==> src/rtl/ifetch_unit_if.sv <==
// Instruction-memory request/response bus between the fetch stage and instruction memory.
// Single outstanding request: one req&ready handshake is followed by exactly one rvalid.
interface ifetch_unit_if;
    logic        imem_req;
    logic [31:0] imem_addr;
    logic        imem_ready;
    logic        imem_rvalid;
    logic [31:0] imem_rdata;

    modport master (output imem_req, imem_addr, input imem_ready, imem_rvalid, imem_rdata);
    modport slave  (input imem_req, imem_addr, output imem_ready, imem_rvalid, imem_rdata);
endinterface

==> src/rtl/ifetch_unit.sv <==
// MIPS instruction fetch: owns the PC, issues one outstanding imem request at a time,
// and feeds decode through a registered IF/ID slot with stall hold and redirect flush.
module ifetch_unit #(
    parameter logic [31:0] RESET_PC = 32'h0000_3000
) (
    input  logic                 clk,
    input  logic                 rstn,
    ifetch_unit_if.master        imem,
    output logic                 id_valid,
    output logic [31:0]          id_instr,
    output logic [31:0]          id_pc,
    input  logic                 id_stall,
    input  logic [1:0]           npc_op,
    input  logic [31:0]          br_pc,
    input  logic [15:0]          br_imm16,
    input  logic [25:0]          j_index,
    input  logic [31:0]          jr_target
);
    typedef enum logic [1:0] {IDLE, REQ, WAIT, DROP} state_t;

    state_t      state, state_nxt;
    logic [31:0] pc, pc_nxt;
    logic [31:0] seq_pc, target;
    logic        redirect, handshake, can_write, capture;
    logic        unused_jr_lo;

    assign redirect     = (npc_op != 2'b00);
    assign handshake    = imem.imem_req & imem.imem_ready;
    assign can_write    = ~id_valid | ~id_stall;
    assign seq_pc       = br_pc + 32'd4;
    assign unused_jr_lo = ^jr_target[1:0];

    always_comb begin
        target = seq_pc + {{14{br_imm16[15]}}, br_imm16, 2'b00};
        case (npc_op)
            2'b10:   target = {seq_pc[31:28], j_index, 2'b00};
            2'b11:   target = {jr_target[31:2], 2'b00};
            default: ;
        endcase
    end

    always_ff @(posedge clk or negedge rstn) begin
        if (!rstn) begin
            state <= IDLE;
            pc    <= RESET_PC;
        end else begin
            state <= state_nxt;
            pc    <= pc_nxt;
        end
    end

    always_comb begin
        state_nxt = state;
        pc_nxt    = pc;
        capture   = 1'b0;
        case (state)
            IDLE: begin
                state_nxt = REQ;
                if (redirect) pc_nxt = target;
            end
            REQ: begin
                if (redirect) pc_nxt = target;
                // accepted request for the stale pc must have its response discarded
                if (handshake) state_nxt = redirect ? DROP : WAIT;
            end
            WAIT: begin
                if (imem.imem_rvalid) begin
                    if (redirect) begin
                        pc_nxt    = target;
                        state_nxt = REQ;
                    end else if (can_write) begin
                        capture   = 1'b1;
                        pc_nxt    = pc + 32'd4;
                        state_nxt = REQ;
                    end
                end else if (redirect) begin
                    pc_nxt    = target;
                    state_nxt = DROP;
                end
            end
            DROP: begin
                if (redirect) pc_nxt = target;
                if (imem.imem_rvalid) state_nxt = REQ;
            end
            default: state_nxt = IDLE;
        endcase
    end

    assign imem.imem_req  = (state == REQ);
    assign imem.imem_addr = pc;

    // flush beats stall; a stalled slot otherwise holds
    always_ff @(posedge clk or negedge rstn) begin
        if (!rstn) begin
            id_valid <= 1'b0;
            id_instr <= 32'd0;
            id_pc    <= 32'd0;
        end else if (redirect) begin
            id_valid <= 1'b0;
        end else if (capture) begin
            id_valid <= 1'b1;
            id_instr <= imem.imem_rdata;
            id_pc    <= pc;
        end else if (!id_stall) begin
            id_valid <= 1'b0;
        end
    end
endmodule

==> src/flat_wrapper.sv <==
// flat-port wrapper written by rule: the top's interface ports become plain ports
module ifetch_unit_flat 
#(
    parameter logic [31:0] RESET_PC = 32'h0000_3000
)
  (clk, rstn, id_valid, id_instr, id_pc, id_stall, npc_op, br_pc, br_imm16, j_index, jr_target, imem_imem_req, imem_imem_addr, imem_imem_ready, imem_imem_rvalid, imem_imem_rdata);
  ifetch_unit_if imem_i ();
  input  logic clk;
  input  logic rstn;
  output logic id_valid;
  output logic [31:0] id_instr;
  output logic [31:0] id_pc;
  input  logic id_stall;
  input  logic [1:0] npc_op;
  input  logic [31:0] br_pc;
  input  logic [15:0] br_imm16;
  input  logic [25:0] j_index;
  input  logic [31:0] jr_target;
  output wire logic [$bits(imem_i.imem_req)-1:0] imem_imem_req;
  output wire logic [$bits(imem_i.imem_addr)-1:0] imem_imem_addr;
  input wire logic [$bits(imem_i.imem_ready)-1:0] imem_imem_ready;
  input wire logic [$bits(imem_i.imem_rvalid)-1:0] imem_imem_rvalid;
  input wire logic [$bits(imem_i.imem_rdata)-1:0] imem_imem_rdata;
  assign imem_imem_req = imem_i.imem_req;
  assign imem_imem_addr = imem_i.imem_addr;
  assign imem_i.imem_ready = imem_imem_ready;
  assign imem_i.imem_rvalid = imem_imem_rvalid;
  assign imem_i.imem_rdata = imem_imem_rdata;
  ifetch_unit #(.RESET_PC(RESET_PC)) u_core (.clk(clk), .rstn(rstn), .imem(imem_i), .id_valid(id_valid), .id_instr(id_instr), .id_pc(id_pc), .id_stall(id_stall), .npc_op(npc_op), .br_pc(br_pc), .br_imm16(br_imm16), .j_index(j_index), .jr_target(jr_target));
endmodule
==> config.mk <==
export PLATFORM = sky130hd
export DESIGN_NAME = ifetch_unit_flat
export DESIGN_NICKNAME = d
export VERILOG_FILES = /design/src/rtl/ifetch_unit_if.sv /design/src/rtl/ifetch_unit.sv /design/src/flat_wrapper.sv
export SDC_FILE = /design/constraint.sdc
export NUM_CORES = 1
export LEC_CHECK = 0
export CELL_PAD_IN_SITES_DETAIL_PLACEMENT = 1
export CELL_PAD_IN_SITES_GLOBAL_PLACEMENT = 1
export CORE_ASPECT_RATIO = 0.8
export CORE_MARGIN = 4
export CORE_UTILIZATION = 35
export CTS_CLUSTER_DIAMETER = 30
export CTS_CLUSTER_SIZE = 12
export DETAILED_ROUTE_END_ITERATION = 10
export PLACE_DENSITY = 0.92
export RECOVER_POWER = 100
export SLEW_MARGIN = 30
export SYNTH_ARGS = -nofsm -noshare
export SYNTH_HDL_FRONTEND = slang
export SYNTH_SLANG_ARGS = --single-unit
==> constraint.sdc <==
create_clock -name clk -period 3.1 [get_ports clk]
set_input_delay 0.93 -clock clk [delete_from_list [all_inputs] [get_ports clk]]
set_output_delay 0.93 -clock clk [all_outputs]
set_load 0.1 [all_outputs]
## Word-level counts from Yosys, hierarchy flattened

Cells that the tools add are included.

- Bits of input ports: 145
- Memories kept: 0
- Word-level logic and storage cells: 50
- Output and inout bits: 98
- RAM bits: 0
- Latch bits: 0
- Bits in read-only memories: 0
- Bits in registers: 99

- Equality and inequality tests: 11
- Reductions and logical operators: 5
- $add $sub $neg: 3
- Multipliers: 0
- Div/mod/pow operators: 0
- Shift-type cells: 0
- Muxes and demuxes: 21
- Bitwise operators: 5
- $lt $le $gt $ge: 0

Operators with widths:

| kind | count |
|---|---|
| $mux W32 | 4 |
| $pmux W32 S2 | 2 |
| $add A32 B3 Y32 const B | 2 |
| $add A32 B32 Y32 | 1 |
| $mux W2 | 6 |
| $eq A2 B2 Y1 const B | 4 |
| $mux W1 | 8 |
| $pmux W2 S4 | 1 |
| $ne A3 B1 Y1 const B | 2 |
| $ne A2 B2 Y1 const B | 2 |
| $ne A4 B2 Y1 const B | 1 |
| $reduce_and A4 Y1 | 1 |
| $ne A3 B2 Y1 const B | 1 |
| $not A1 Y1 | 3 |
| $reduce_or A3 Y1 | 1 |
| $eq A2 B1 Y1 const B | 1 |
| $logic_not A2 Y1 | 1 |
| $reduce_and A2 Y1 | 1 |
| $reduce_bool A2 Y1 | 1 |
| $and A1 B1 Y1 | 1 |
| $or A1 B1 Y1 | 1 |

## Logic depth before layout (Yosys ltp)

- Depth in word-level cells: 8
- Gate-level depth with buffers: 16
- Mapped depth without buffers: 16

## Worst setup path after synthesis

No wires, ideal clock.

- Path kind: in2reg
- From: input br_pc[2]
- To: register u_core.pc[30], in the netlist u_core.imem.imem_addr[30]
- Required time: 2.961 ns
- Stages: 14
- Path buffers: 1
- Setup time: 0.139 ns
- Arrival time: 3.877 ns
- Slack: -0.915 ns
- Path through: ha_1 nand3_1 or2_1 nor3_1 nand4_1 nor2_1 xor2_1 ha_1 clkbuf_1 nand4_1 o31ai_2 a311oi_2 xnor2_1 mux4_2

- Longest elaborated chain between the ends: 6
- Elaborated cells between the ends (all ways): 7
- Those cells by class: add/sub (2); mux (5)

Ends and longest elaborated chain:

| element | RTL line | source |
|---|---|---|
| from (decl) | flat_wrapper.sv:15 | `input logic [31:0] br_pc;` |
| $add A32 B3 Y32 * | ifetch_unit.sv:30 | `assign seq_pc = br_pc + 32'd4;` |
| $add A32 B32 Y32 | ifetch_unit.sv:34 | `target = seq_pc + {{14{br_imm16[15]}}, br_imm16, 2'b00};` |
| $pmux W32 S2 * | ifetch_unit.sv:35 | `case (npc_op)` |
| $mux W32, on equally long branches | -- |  |
| $mux W32 | ifetch_unit.sv:67 | `if (imem.imem_rvalid) begin` |
| $pmux W32 S2 * | ifetch_unit.sv:56 | `case (state)` |
| to (signal assigned) | ifetch_unit.sv:48 | `pc <= pc_nxt;` |
| to (decl) | ifetch_unit.sv:22 | `logic [31:0] pc, pc_nxt;` |

Mark *: on every way between the ends. The rest lies on a longest branch, timed or not.
A chain may end at the register's enable or synchronous reset.

## Worst setup path in the final report

- From: input br_pc[3]
- To: register u_core.pc[28], in the netlist u_core.imem.imem_addr[28]

The elaborated chain is that of the path after synthesis.

==> impl_metrics.tcl <==
set metrics [dict create \
    outcome "finished with violations" \
    violations "max-capacitance violations, max-slew violations, negative setup slack" \
    syn-num-nets 958 \
    clkTransAtPathRegs_ns 0.07 \
    worst_pin_slew_ns 1.55 \
    ys_types 73 \
    p_comb_share_pct 63.0 \
    hold_viol 0 \
    yosys_warnings 0 \
    min_path_type "reg -> reg" \
    worst_hold_slack_ns 0.505 \
    coreArea_sq_um 20100 \
    syn_inst 772 \
    gr-total-overflow 0 \
    fin_nets 1357 \
    met1_usage_pct 33.5 \
    cts_sinks 99 \
    finalMaxSlewViolations 26 \
    die_x_microns 170 \
    ys_async_sr_fraction_pct 100 \
    drc_errors 0 \
    period_needed_ns 3.86 \
    synth_area_leaders "dfrtp_1 33%, mux2_2 11%, ha_1 6.9%" \
    layout.cells.non_filler 1440 \
    min_path_cells 1 \
    synth_top_area_share_pct 33.2 \
    fin_crit_sh_pct 124 \
    max_cap_violations 1 \
    r2r-end "u_core.imem.imem_addr[30]" \
    power.density_nw_per_um2 723 \
    final_cell_mix "168 x buf_4, 120 x clkdlybuf4s50_1, 97 x dfrtp_1" \
    avgSynthCellArea_sq_um 9.46 \
    cts_hold_buf 0 \
    holdPathEnd "u_core.id_pc[24]" \
    gp_congestion 0.920 \
    clockBufferDepth 2 \
    critical_path.max_fanout 4 \
    firstDrtPassIters 5 \
    io_pins 243 \
    ff2ff_path_depth 7 \
    antenna_left 0 \
    antenna_found_initial 0 \
    fp-row-count 46 \
    cts_tree "built" \
    required_ns 3.35 \
    critPathBufInv 2 \
    via_count 8681 \
    reg2reg_slack_ns 0.35 \
    die_area_sq_um 23300 \
    die_y_microns 137 \
    skew_ns 0.0130 \
    hpwl_microns 24900 \
    startpoint_type "input port" \
    max_freq_mhz 259 \
    cts.htree.levels 3 \
    wl_per_cell_microns 26.8 \
    min_from "u_core.id_pc[24]" \
    grt_max_degree 65 \
    p_sw_uw 5140 \
    gr-usage-all-layers_pct 28.4 \
    drive_above_1_share_pct 37.8 \
    cp_slowest_cell "ha_1" \
    critPathTopFamily "simple AND/OR/NAND/NOR gates" \
    p_seq_share_pct 23.5 \
    final_util_pct 59.6 \
    yosys.area.top_type "dfrtp_1" \
    cp.arrival_ns 4.11 \
    crit_path_frequent_cell "nor2_1" \
    area_delta_synth_final_pct 64.3 \
    wirelength_microns 38500 \
    grt_util_met3_pct 5.16 \
    vias_per_cell 6.03 \
    slew_headroom_pct -3.43 \
    syn_area_sq_um 7300 \
    grt_pass1_wl_microns 52100 \
    end_kind "flop" \
    drtIter0Drc 830 \
    rsz0062_at_grt "yes" \
    grt_pass1_vias 9132 \
    ys_seq_area_share_pct 34.0 \
    met2_usage_pct 51.3 \
    setup_slack_ns -0.755 \
    setup_viol 26 \
    pwr-share-clk_pct 13.5 \
    synth_flop_cell "dfrtp_1" \
    power_leakage_uw 0.00522 \
    reg2reg_from "u_core.imem.imem_addr[13]" \
    cts_buffers 9 \
    numPortBuffers 240 \
    layout_commonest_cell "buf_4" \
    post-place-ws_ns -1.43 \
    initial_utilization_pct 36.3 \
    synth-edff-count 0 \
    intPower_uw 3540 \
    worst-setup-path-type "in -> reg" \
    ys_ff_latch 99 \
    ir_drop_mv 0.911 \
    root_buffer "clkbuf_16" \
    antenna_cells 0 \
    cp_slowest_stage_delay_ns 0.36 \
    switching_share_pct 59.3 \
    crit_chain "buf_8 -> ha_4 -> nand3_4 -> or2_4 -> nor3_4 -> nand4_1 -> nor2_1 -> xor2_1 -> ha_1 -> buf_6 -> nand4_1 -> nor2_1 -> nand3_1 -> a211oi_2 -> nor2_1 -> mux2_4 -> a221oi_2" \
    placedCellCount 1390 \
    insertion_delay_ns 0.35 \
    grt.busiest_layer "met2" \
]
cell usage after synthesis, types with 3 or more instances:
cell type and count:
and2_1 5, o31ai_1 6, nand4_2 3, xnor2_1 31, dfrtp_1 97, clkbuf_1 26, o221ai_1 3, nand4_1 20
xor2_1 23, nor2b_1 3, nor3b_1 4, mux2_2 69, ha_1 40, a211oi_1 7, nor2_1 55, inv_1 14
o21ai_0 40, and3_1 6, buf_2 7, a21oi_1 59, o211ai_1 3, nand3_1 34, or3_1 4, a31oi_1 3
mux4_2 3, buf_1 5, mux2i_1 28, a21o_1 16, o21a_1 5, nand2_1 68, o41ai_1 5, a221oi_1 13
and4_1 5, nor3_1 9
cell type report:
type	instances	area [sq um]
clock inverter	6	72.6
tap	264	330
sequential	99	2480
multi-input combinational	621	5590
timing repair buffer	426	3240
inverter	14	52.6
clock buffer	10	229
fill	2255	8150
kinds of logic after synthesis:
kind of cell	count (synthesis)	share of synthesized area, %
adder cells (fa/ha/maj)	41	7.13
multiplexers	101	15.6
flip-flops	99	34.0
AND/OR/NAND/NOR	232	16.3
AO/OA/AOI/OAI	193	17.8
XOR/XNOR	54	6.48
buffers and inverters	52	2.79
routing by layer:
| metal | vias up | wire length, microns | part of all wire (%) |
|---|---|---|---|
| met5 | - | 0 | 0 |
| met4 | 0 | 2240 | 5.8 |
| met3 | 196 | 2930 | 7.6 |
| met2 | 566 | 19100 | 50 |
| met1 | 4258 | 14300 | 37 |
| li1 | 3661 | - | - |
stage by stage:
step / TNS (ns) / cell area, sq um / total power, uW
floorplan: -3.39 / 7400 / 5870
global placement: -24.23 / 10900 / 7260
detailed placement: -28.12 / 10900 / 7460
CTS: -5.12 / 11800 / 8740
global route: -12.26 / 12000 / 8930
finish: -10.23 / 12000 / 8680
worst max path at each step:
stage               from                         to  slack [ns]  cells past startpoint
3_3_place_gp    br_pc[2]  u_core.imem.imem_addr[30]       -1.30                     15
3_5_place_dp    br_pc[3]  u_core.imem.imem_addr[31]       -1.43                     18
2_1_floorplan  br_pc[11]  u_core.imem.imem_addr[30]       -0.65                     13
5_1_grt         br_pc[3]  u_core.imem.imem_addr[28]       -0.82                     17
4_1_cts         br_pc[3]  u_core.imem.imem_addr[30]       -0.51                     16
6_report        br_pc[3]  u_core.imem.imem_addr[28]       -0.76                     17
power groups by stage:
stage               Clock (uW)  Sequential (uW)  Combinational, uW
floorplan                    0             4860               1010
global placement             0             1990               5270
detailed placement           0             2050               5410
CTS                       1180             2020               5540
global route              1230             2080               5620
finish                    1170             2040               5470
flip-flops by register name, indices dropped and copies added, names as in the netlist:
signal / flops
u_core.id_instr: 32
u_core.id_pc: 32
u_core.id_valid: 1
u_core.imem.imem_addr: 32
u_core.state: 2
repair_timing:
item / 4_1_cts / 5_1_grt
endpoints found under the setup margin: 26 / 25
resized for setup: 163 / 93
setup buffers: 19 / 20
endpoints found under the hold margin: 0 / 0
pin swaps: 64 / 69
Power figures use the tool's default switching activity.
